**src/rtl/flash_read_ctrl.sv**
```systemverilog
// flash_read_ctrl: serial-flash READ sequencer.
// Drives chip select, sends the command byte plus a 24-bit address through
// the byte transmitter, then requests one byte at a time from the byte
// receiver and streams each received byte out with a valid strobe.
// Handshake outputs are registered decodes of the current state, so each
// appears one cycle after its state is entered.
module flash_read_ctrl #(
  parameter logic [7:0]  CMD_READ = 8'h03,
  parameter int unsigned CS_SETUP = 4,
  parameter int unsigned CS_HOLD  = 4,
  parameter int unsigned TIMEOUT  = 255
) (
  input  logic        sys_clk,
  input  logic        sys_rst_n,
  input  logic        start,
  input  logic [23:0] addr,
  input  logic [8:0]  len,
  output logic        busy,
  output logic        done,
  output logic        err,
  output logic        spi_cs_n,
  output logic        en_tx,
  output logic [7:0]  tx_data,
  input  logic        tx_done,
  output logic        en_rx,
  input  logic        rx_done,
  input  logic [7:0]  rx_data,
  output logic [7:0]  dout,
  output logic        dout_valid
);

  localparam logic [2:0] S_IDLE     = 3'd0;
  localparam logic [2:0] S_SETUP    = 3'd1;
  localparam logic [2:0] S_TX_ISSUE = 3'd2;
  localparam logic [2:0] S_TX_WAIT  = 3'd3;
  localparam logic [2:0] S_RX_ISSUE = 3'd4;
  localparam logic [2:0] S_RX_WAIT  = 3'd5;
  localparam logic [2:0] S_HOLD     = 3'd6;
  localparam logic [2:0] S_FIN      = 3'd7;

  // Terminal counts: each counter starts at zero, so N cycles end at N-1.
  localparam logic [3:0] SETUP_LAST = 4'(CS_SETUP - 1);
  localparam logic [3:0] HOLD_LAST  = 4'(CS_HOLD - 1);
  localparam logic [9:0] WAIT_LAST  = 10'(TIMEOUT - 1);

  logic [2:0]  state;
  logic [23:0] addr_q;
  logic [8:0]  rem;
  logic [1:0]  byte_idx;
  logic [3:0]  cs_cnt;
  logic [9:0]  wait_cnt;
  logic        timed_out;
  logic [7:0]  tx_byte;

  // Header byte selected by the transmit index: command, then address MSB first.
  always_comb begin
    tx_byte = CMD_READ;
    case (byte_idx)
      2'd0:    tx_byte = CMD_READ;
      2'd1:    tx_byte = addr_q[23:16];
      2'd2:    tx_byte = addr_q[15:8];
      default: tx_byte = addr_q[7:0];
    endcase
  end

  // Transaction sequencer: state, byte index, remaining count and timers.
  always_ff @(posedge sys_clk) begin
    if (!sys_rst_n) begin
      state     <= S_IDLE;
      addr_q    <= '0;
      rem       <= '0;
      byte_idx  <= '0;
      cs_cnt    <= '0;
      wait_cnt  <= '0;
      timed_out <= 1'b0;
    end else begin
      case (state)
        S_IDLE: begin
          if (start) begin
            addr_q    <= addr;
            rem       <= len;
            byte_idx  <= '0;
            cs_cnt    <= '0;
            timed_out <= 1'b0;
            // A zero-length read completes without ever touching the bus.
            state     <= (len == 9'd0) ? S_FIN : S_SETUP;
          end
        end
        S_SETUP: begin
          if (cs_cnt == SETUP_LAST) begin
            cs_cnt <= '0;
            state  <= S_TX_ISSUE;
          end else begin
            cs_cnt <= cs_cnt + 4'd1;
          end
        end
        S_TX_ISSUE: begin
          wait_cnt <= '0;
          state    <= S_TX_WAIT;
        end
        S_TX_WAIT: begin
          if (tx_done) begin
            byte_idx <= byte_idx + 2'd1;
            state    <= (byte_idx == 2'd3) ? S_RX_ISSUE : S_TX_ISSUE;
          end else if (wait_cnt == WAIT_LAST) begin
            timed_out <= 1'b1;
            state     <= S_FIN;
          end else begin
            wait_cnt <= wait_cnt + 10'd1;
          end
        end
        S_RX_ISSUE: begin
          wait_cnt <= '0;
          state    <= S_RX_WAIT;
        end
        S_RX_WAIT: begin
          if (rx_done) begin
            rem <= rem - 9'd1;
            if (rem == 9'd1) begin
              cs_cnt <= '0;
              state  <= S_HOLD;
            end else begin
              state <= S_RX_ISSUE;
            end
          end else if (wait_cnt == WAIT_LAST) begin
            timed_out <= 1'b1;
            state     <= S_FIN;
          end else begin
            wait_cnt <= wait_cnt + 10'd1;
          end
        end
        S_HOLD: begin
          if (cs_cnt == HOLD_LAST) begin
            state <= S_FIN;
          end else begin
            cs_cnt <= cs_cnt + 4'd1;
          end
        end
        S_FIN: begin
          state <= S_IDLE;
        end
        default: begin
          state <= S_IDLE;
        end
      endcase
    end
  end

  // Registered status, chip select and engine strobes decoded from state.
  always_ff @(posedge sys_clk) begin
    if (!sys_rst_n) begin
      busy     <= 1'b0;
      done     <= 1'b0;
      err      <= 1'b0;
      spi_cs_n <= 1'b1;
      en_tx    <= 1'b0;
      tx_data  <= '0;
      en_rx    <= 1'b0;
    end else begin
      busy     <= (state != S_IDLE);
      done     <= (state == S_FIN);
      err      <= (state == S_FIN) && timed_out;
      spi_cs_n <= (state == S_IDLE) || (state == S_FIN);
      en_tx    <= (state == S_TX_ISSUE);
      en_rx    <= (state == S_RX_ISSUE);
      // tx_data only changes when a new byte is issued, so it stays stable
      // for the whole transmit.
      if (state == S_TX_ISSUE) begin
        tx_data <= tx_byte;
      end
    end
  end

  // Received-byte capture: only an expected rx_done produces a strobe.
  always_ff @(posedge sys_clk) begin
    if (!sys_rst_n) begin
      dout       <= '0;
      dout_valid <= 1'b0;
    end else begin
      dout_valid <= (state == S_RX_WAIT) && rx_done;
      if ((state == S_RX_WAIT) && rx_done) begin
        dout <= rx_data;
      end
    end
  end

endmodule

```
**config.mk**
```make
export PLATFORM = sky130hd
export DESIGN_NAME = flash_read_ctrl
export DESIGN_NICKNAME = d
export VERILOG_FILES = /design/src/rtl/flash_read_ctrl.sv
export SDC_FILE = /design/constraint.sdc
export NUM_CORES = 1
export LEC_CHECK = 0
export BUFFER_PORTS_ARGS = -buffer_cell sky130_fd_sc_hd__buf_2
export CORE_ASPECT_RATIO = 1.4
export CORE_MARGIN = 1.5
export CORE_UTILIZATION = 50
export CTS_BUF_LIST = sky130_fd_sc_hd__clkbuf_8 sky130_fd_sc_hd__clkbuf_16
export DETAILED_ROUTE_END_ITERATION = 8
export PLACE_DENSITY = 0.8
export SKIP_LAST_GASP = 1
export SLEW_MARGIN = 20
export SYNTH_ARGS = -nofsm -noshare
export SYNTH_HDL_FRONTEND = slang
export SYNTH_SLANG_ARGS = --single-unit
```
**constraint.sdc**
```tcl
create_clock -name sys_clk -period 1.8 [get_ports sys_clk]
set_input_delay 0.36 -clock sys_clk [delete_from_list [all_inputs] [get_ports sys_clk]]
set_output_delay 0.36 -clock sys_clk [all_outputs]
set_load 0.02 [all_outputs]
```
-- Word level (Yosys, flattened, before mapping)
Cells that the tools add are included.
Widths: inputs -> output; s select.
- output and inout port bits: 23
- bits in registers: 76
- bits of input ports: 46
- reduce and logical (&&, ||, !) cells: 20
- eq/ne operators: 22
- add/sub/neg operators: 4
- muxes and demuxes: 32
- operators with widths (cell ; count):
    $mux 10 ; 3
    $pmux 10 s3 ; 1
    $mux 3 ; 8
    $pmux 3 s8 ; 1
    $pmux 8 s3 ; 1
    $mux 4 ; 5
    $mux 9 ; 2
    $ne 2x2->1 const B ; 9
    $pmux 9 s2 ; 1
    $pmux 4 s4 ; 1
    $eq 3x3->1 const B ; 4
    $reduce_and 3->1 ; 4
    $add 10x1->10 const B ; 1
    $eq 10x8->1 const B ; 1
    $eq 9x1->1 const B ; 1
    $logic_not 9->1 ; 1
    $reduce_bool 3->1 ; 3
    $sub 9x1->9 const B ; 1
    $eq 3x2->1 const B ; 2
    $mux 2 ; 3
    $reduce_and 5->1 ; 1
    $add 4x1->4 const B ; 1
    $eq 2x2->1 const B ; 2
    $eq 4x2->1 const B ; 1
    other kinds (15) ; 20

-- Logic depth before layout (Yosys ltp)
Gate-level depths: netlist (run 1).
- depth after elaboration: 4
- gate-level depth with buffers: 8
- mapped depth without buffers: 7

-- Least setup slack after synthesis (run 1)
Ideal clock, no wire load.
- kind: flip-flop to flip-flop
- start: register rem[0]
- end: register rem[7]
- buffers on the path: 0
- arrival time: 1633 ps
- library setup time: 117 ps
- period minus slack after synthesis: 1750 ps
- stages on the path, launching flop included: 6
- data required time: 1683 ps
- path slack: 50 ps
- path through: dfxtp_1 > or4_4 > or4_4 > a21o_1 > a22oi_1 > nor2_1
- cells in the longest elaborated chain, start to end: 3
- ends and longest elaborated chain (element ; RTL line ; source):
    start, declared ; 48 ; logic [8:0] rem;
    start signal, assigned ; 81 ; rem <= len;
    start signal, assigned ; 118 ; rem <= rem - 9'd1;
    $sub 9x1->9 ; 118 ;
    $mux 9 ; 117 ; if (rx_done) begin
    $pmux 9 s2 ; 77 ; case (state)
No other way between the ends. The select of a mux whose other input is x is not followed.
A chain may end at the register's enable or synchronous reset.

-- Worst setup path after layout (run 1)
Same ends and word-level chain as after synthesis.

==> flow_metrics.env, run 1 <==
export IMPL_status="complete, no violations"
export IMPL_crit_fanout=3
export IMPL_rsz0062_at_grt="true"
export IMPL_synth_top_area_share_pct=42.6
export IMPL_layout_drive_gt1_share_pct=27.4
export IMPL_p_sw_uw=1950
export IMPL_crit_path_start="rem[0]"
export IMPL_crit_type="reg -> reg"
export IMPL_max_freq_ghz=0.562
export IMPL_synth_area_top_cells="dfxtp_1 43%, nand2_1 9.7%, a21oi_1 8.8%"
export IMPL_ys_warn_count=0
export IMPL_cts_buffers=9
export IMPL_routed_via_density=5.49
export IMPL_cp_slowest_cell="or4_4"
export IMPL_power_leakage_uw=0.00180
export IMPL_worst_path_largest_cell_delay_ns=0.53
export IMPL_setup_ws_ns=0.0192
export IMPL_place_gp_congestion=0.887
export IMPL_synthFlopType="dfxtp_1"
export IMPL_antenna_found_initial=0
export IMPL_final_util_pct=63.7
export IMPL_cp_required_ns=2.03
export IMPL_root_buffer="clkbuf_8"
export IMPL_dieWidth_um=74.4
export IMPL_grt_remaining_overflow=0
export IMPL_setup_violations=0
export IMPL_core_region_area_um2=6940
export IMPL_path_clk_slew_ns=0.08
export IMPL_syn_cell_area_um2=3570
export IMPL_yosysMostFrequentCell="nand2_1"
export IMPL_synthCells=438
export IMPL_hold_violations=0
export IMPL_synth_avg_cell_area_um2=8.16
export IMPL_grt_max_degree=37
export IMPL_cp_top_family="simple AND/OR/NAND/NOR gates"
export IMPL_fillCellCount=629
export IMPL_antenna_cells=0
export IMPL_slew_headroom_pct=67.9
export IMPL_synth_edf_count=0
export IMPL_grt_pass1_wl_um=14000
export IMPL_p_per_area_nw_per_um2=1240
export IMPL_startpoint_type="flip-flop"
export IMPL_place_ws_ns=-0.0269
export IMPL_maxCapViolCount=0
export IMPL_regArea_um2=1530
export IMPL_grt_util_all_layers_pct=23.4
export IMPL_arrival_ns=2.01
export IMPL_clock_skew_ns=0.00980
export IMPL_grt_pass1_vias=3112
export IMPL_p_comb_share_pct=36.5
export IMPL_wire_per_inst_um=14.0
export IMPL_die_y_um=103
export IMPL_drt_pass1_iter_count=4
export IMPL_max_clock_path_buffers=2
export IMPL_crit_path_end="rem[7]"
export IMPL_synth_seq_cells=76
export IMPL_internal_power_uw=3510
export IMPL_cp_num_buf_inv=0
export IMPL_dp_hpwl_um=6110
export IMPL_clock_latency_ns=0.35
export IMPL_synthTopCellsByCount="92 x nand2_1, 76 x dfxtp_1, 63 x a21oi_1"
export IMPL_yosysSeqAreaShare_pct=42.6
export IMPL_crit_chain="or4_4 -> or4_4 -> a21o_1 -> a22oi_1 -> nor2_1"
export IMPL_setup_tns_ns=0
export IMPL_multiInputGateArea_um2=1870
export IMPL_pwr_share_clk_pct=23.8
export IMPL_synthArstFlopShare_pct=0
export IMPL_yosysTopAreaCell="dfxtp_1"
export IMPL_ir_drop_uv=1110
export IMPL_critPathMostFrequentCell="or4_4"
export IMPL_hold_class="in -> reg"
export IMPL_maxSlewViolCount=0
export IMPL_r2r_start="rem[0]"
export IMPL_placementRows=36
export IMPL_finalCriticalPeriod_ns=1.78
export IMPL_clkSinkCount=76
export IMPL_port_buffers=68
export IMPL_min_period_over_period_pct=98.9
export IMPL_power_switching_share_pct=35.8
export IMPL_ant_nets=0
export IMPL_start_util_pct=51.5
export IMPL_flow_area_growth_from_synthesis_pct=23.7
export IMPL_synthDistinctLibCells=58
export IMPL_dpl_cell_area_um2=4150
export IMPL_worst_pin_slew_ns=0.481
export IMPL_fin_nets=580
export IMPL_rrSetupSlack_ns=0.02
export IMPL_synth_fp_nets=493
export IMPL_cp_depth=5
export IMPL_drc=0
export IMPL_vias=3431
export IMPL_wl_um=8770
export IMPL_drtIter0Drc=194
export IMPL_rr_endpoint="rem[7]"
export IMPL_end_kind="flip-flop"
export IMPL_seq_power_share_pct=39.8
export IMPL_h_tree_depth=3
export IMPL_fp_dieArea_um2=7670
export IMPL_cts_tree="yes"
export IMPL_ioPinCount=69
export IMPL_final_area_um2=4420
export IMPL_reg2reg_depth=5
cell families after synthesis:
family,share of synthesized area [%]
compound gates,23.7
simple gates,23.7
xor+xnor,0.245
flops,42.6
fa+ha+maj,3.15
buf+inv,6.55
worst min-delay path by stage:
| stage | startpoint | end | slack [ns] | cells after the start |
|---|---|---|---|---|
| after floorplan | timed_out | timed_out | 0.43 | 2 |
| after global placement | dout[0] | dout[0] | 0.44 | 2 |
| after detailed placement | dout[0] | dout[0] | 0.45 | 2 |
| after CTS | rx_data[3] | dout[3] | 0.23 | 3 |
| after global routing | rx_data[3] | dout[3] | 0.24 | 3 |
| final | rx_data[3] | dout[3] | 0.24 | 3 |
registers in the layout, summed over array words and instances (netlist names), 2 cells and up:
signal,cells
wait_cnt,10
byte_idx,2
dout,8
rem,9
state,3
tx_data,8
addr_q,24
cs_cnt,4
through the flow:
stage	power [uW]	hold slack [ns]	std cells
after global placement	3970	0.439	607
after global routing	5780	0.237	625
final	5460	0.245	625
after floorplan	3390	0.432	438
after CTS	5350	0.234	623
after detailed placement	4030	0.446	607
power by group through the flow:
| stage | Sequential, uW | Clock, uW | Combinational [uW] |
|---|---|---|---|
| after floorplan | 2200 | 0 | 1190 |
| after global placement | 2170 | 0 | 1800 |
| after detailed placement | 2190 | 0 | 1840 |
| after CTS | 2150 | 1320 | 1870 |
| after global routing | 2210 | 1390 | 2180 |
| final | 2170 | 1300 | 1990 |
cells in the final DEF, fill, tap and decap left out, types with 4 or more instances in the layout:
cell | Yosys | layout
clkbuf_8 | 5 | 10
o21a_1 | 4 | 4
o21ai_0 | 12 | 11
inv_1 | 17 | 16
nand2_1 | 92 | 91
and2_1 | 5 | 5
a31oi_1 | 6 | 5
o41ai_1 | 4 | 4
dfxtp_2 | 0 | 5
a211o_1 | 6 | 6
ha_1 | 9 | 9
nand3_1 | 8 | 8
nand2b_1 | 5 | 5
buf_4 | 0 | 32
buf_2 | 3 | 68
or3_1 | 6 | 6
a221oi_1 | 9 | 8
a21oi_1 | 63 | 63
nor2_1 | 30 | 30
dfxtp_1 | 76 | 71
area by class of cell:
cell class,count,share of cell area [%]
Inverter,17,1.44
Multi-Input combinational cell,318,42.3
Sequential cell,76,34.6
Timing Repair Buffer,103,14.5
Tap cell,95,2.69
Clock inverter,6,1.39
Clock buffer,10,3.11
metal layers:
layer  vias up  track usage, %  routed length [um]
met5         -               0                   0
met4         0            9.51                 159
met3        11            3.91                 355
met2        97            41.3                4610
met1      1609            27.8                3640
li1       1714               -                   -
timing repair:
item,in CTS,in global routing
gates resized for setup,2,16
setup endpoints to repair,7,21
buffers inserted,0,2
hold buffers,0,0
pin swaps,0,2
cloned,0,0
tightest hold or removal path, stage by stage:
cell	delay [ns]
buf_2	0.10
nand2_1	0.04
a21oi_1	0.05
No activity file was read; power rests on OpenSTA's default activity.
==> run 2, diff against run 1 <==
--- a/config.mk
+++ b/config.mk
@@ -5,13 +5,13 @@
 export SDC_FILE = /design/constraint.sdc
 export NUM_CORES = 1
 export LEC_CHECK = 0
-export BUFFER_PORTS_ARGS = -buffer_cell sky130_fd_sc_hd__buf_2
 export CORE_ASPECT_RATIO = 1.4
 export CORE_MARGIN = 1.5
-export CORE_UTILIZATION = 50
+export CORE_UTILIZATION = 57
 export CTS_BUF_LIST = sky130_fd_sc_hd__clkbuf_8 sky130_fd_sc_hd__clkbuf_16
 export DETAILED_ROUTE_END_ITERATION = 8
-export PLACE_DENSITY = 0.8
+export DONT_BUFFER_PORTS = 1
+export PLACE_DENSITY = 0.79
 export SKIP_LAST_GASP = 1
 export SLEW_MARGIN = 20
 export SYNTH_ARGS = -nofsm -noshare
==> constraint.sdc (replaced) <==
create_clock -name sys_clk -period 1.6 [get_ports sys_clk]
set_input_delay 0.32 -clock sys_clk [delete_from_list [all_inputs] [get_ports sys_clk]]
set_output_delay 0.32 -clock sys_clk [all_outputs]
set_load 0.02 [all_outputs]
==> run 2 against run 1 <==
  * The flow now finishes with violations (setup timing)
  * Count of clock-buffer cells in the layout decreased by 1
  * Clock power increased by 5%
  * Worst hold slack got worse by 0.16 ns
  * Maximum frequency decreased by 0.24%
  * First-iteration DRC count increased by 14%
  * Via count decreased by 1.3%
  * Sequential share of layout area about the same
  * Largest power group is now combinational cells
==> flow_metrics.env, run 2 (synthesized netlist as in run 1, its figures left out) <==
export IMPL_grt_pass1_vias=3292
export IMPL_finalCriticalPeriod_ns=1.79
export IMPL_clkSinkCount=76
export IMPL_crit_type="reg -> reg"
export IMPL_path_clk_slew_ns=0.09
export IMPL_multiInputGateArea_um2=2050
export IMPL_maxSlewViolCount=0
export IMPL_grt_max_degree=50
export IMPL_setup_violations=15
export IMPL_h_tree_depth=3
export IMPL_fillCellCount=409
export IMPL_max_freq_ghz=0.560
export IMPL_ant_nets=0
export IMPL_clock_latency_ns=0.35
export IMPL_grt_remaining_overflow=0
export IMPL_ioPinCount=69
export IMPL_grt_util_all_layers_pct=25.6
export IMPL_cp_slowest_cell="or4_4"
export IMPL_placementRows=33
export IMPL_worst_pin_slew_ns=0.405
export IMPL_rsz0062_at_grt="true"
export IMPL_crit_chain="or4_4 -> or4_4 -> a21o_1 -> a22oi_2 -> nor2_1"
export IMPL_wire_per_inst_um=16.1
export IMPL_power_leakage_uw=0.00164
export IMPL_arrival_ns=2.03
export IMPL_antenna_found_initial=0
export IMPL_antenna_cells=0
export IMPL_wl_um=9010
export IMPL_dpl_cell_area_um2=4000
export IMPL_maxCapViolCount=0
export IMPL_final_cell_mix="91 x nand2_1, 67 x dfxtp_1, 60 x buf_4"
export IMPL_critPathMostFrequentCell="or4_4"
export IMPL_drtIter0Drc=221
export IMPL_startpoint_type="flip-flop"
export IMPL_dieWidth_um=69.9
export IMPL_flow_area_growth_from_synthesis_pct=24.2
export IMPL_hold_violations=0
export IMPL_place_gp_congestion=0.916
export IMPL_largest_reg_flops=24
export IMPL_cp_top_family="simple AND/OR/NAND/NOR gates"
export IMPL_grt_pass1_wl_um=14200
export IMPL_cp_required_ns=1.84
export IMPL_holdWs_ns=0.0803
export IMPL_setup_tns_ns=-1.13
export IMPL_clock_skew_ns=0.00951
export IMPL_end_kind="flip-flop"
export IMPL_top_regs="addr_q x24, wait_cnt x10, rem x9"
export IMPL_cts_buffers=9
export IMPL_ir_drop_uv=846
export IMPL_start_util_pct=60.1
export IMPL_drc=0
export IMPL_regArea_um2=1530
export IMPL_slew_headroom_pct=72.7
export IMPL_setup_ws_ns=-0.185
export IMPL_p_per_area_nw_per_um2=1460
export IMPL_layout_drive_gt1_share_pct=28.1
export IMPL_status="complete, but fails checks"
export IMPL_crit_fanout=3
export IMPL_core_region_area_um2=5950
export IMPL_drt_pass1_iter_count=5
export IMPL_port_buffers=0
export IMPL_fp_dieArea_um2=6760
export IMPL_final_common_cell="nand2_1"
export IMPL_worst_path_largest_cell_delay_ns=0.53
export IMPL_max_clock_path_buffers=2
export IMPL_regMostFlops="addr_q"
export IMPL_root_buffer="clkbuf_8"
export IMPL_min_period_over_period_pct=112
export IMPL_cts_tree="yes"
export IMPL_cp_num_buf_inv=0
export IMPL_dp_cells=540
export IMPL_final_area_um2=4440
export IMPL_die_y_um=96.7
export IMPL_dp_hpwl_um=6010
export IMPL_vias=3385
export IMPL_violations="setup timing"
export IMPL_routed_via_density=6.03
export IMPL_hold_class="in -> reg"
export IMPL_fin_nets=541
export IMPL_finalNonFillerCells=561
==> run 2: stage by stage <==
stage / worst slack [ns] / utilization [%] / total power (uW)
after floorplan: -0.134 / - / 3850
after global placement: -0.154 / 67.3 / 4620
after detailed placement: -0.249 / 67.3 / 4710
after CTS: -0.195 / 72.3 / 6210
after global routing: -0.261 / 74.6 / 6840
final: -0.185 / 74.6 / 6480
==> run 2: where the power goes <==
part	total, uW	switching (uW)	internal, uW
registers	2530	318	2210
clock network	1360	773	587
logic	2600	1360	1240
total	6480	2450	4030
==> run 2: cell type report <==
type,instances,share of cell area (%)
Tap cell,70,1.97
Clock buffer,9,2.79
Sequential cell,76,34.5
Timing Repair Buffer,64,11.8
Inverter,17,1.44
Multi-Input combinational cell,318,46.2
Clock inverter,7,1.30
==> run 2: final timing paths <==
path             start        end  slack [ns]  cells past startpoint
max reg2reg     rem[1]     rem[7]       -0.19                      5
max             rem[1]     rem[7]       -0.19                      5
min          sys_rst_n     rem[6]        0.08                      1
min reg2reg  addr_q[2]  addr_q[2]        0.46                      2
==> run 2: metal layers <==
layer,wire length [um],track usage (%),vias up
li1,-,-,1636
met4,261,13.9,0
met3,482,4.69,23
met1,3570,28.9,1591
met5,0,0,-
met2,4700,44.7,135
==> run 2: what timing repair did <==
| action | CTS | global route |
|---|---|---|
| buffers inserted | 0 | 5 |
| hold buffers | 0 | 0 |
| pin swaps | 16 | 7 |
| gates resized for setup | 30 | 27 |
| endpoints found under the setup margin | 48 | 58 |
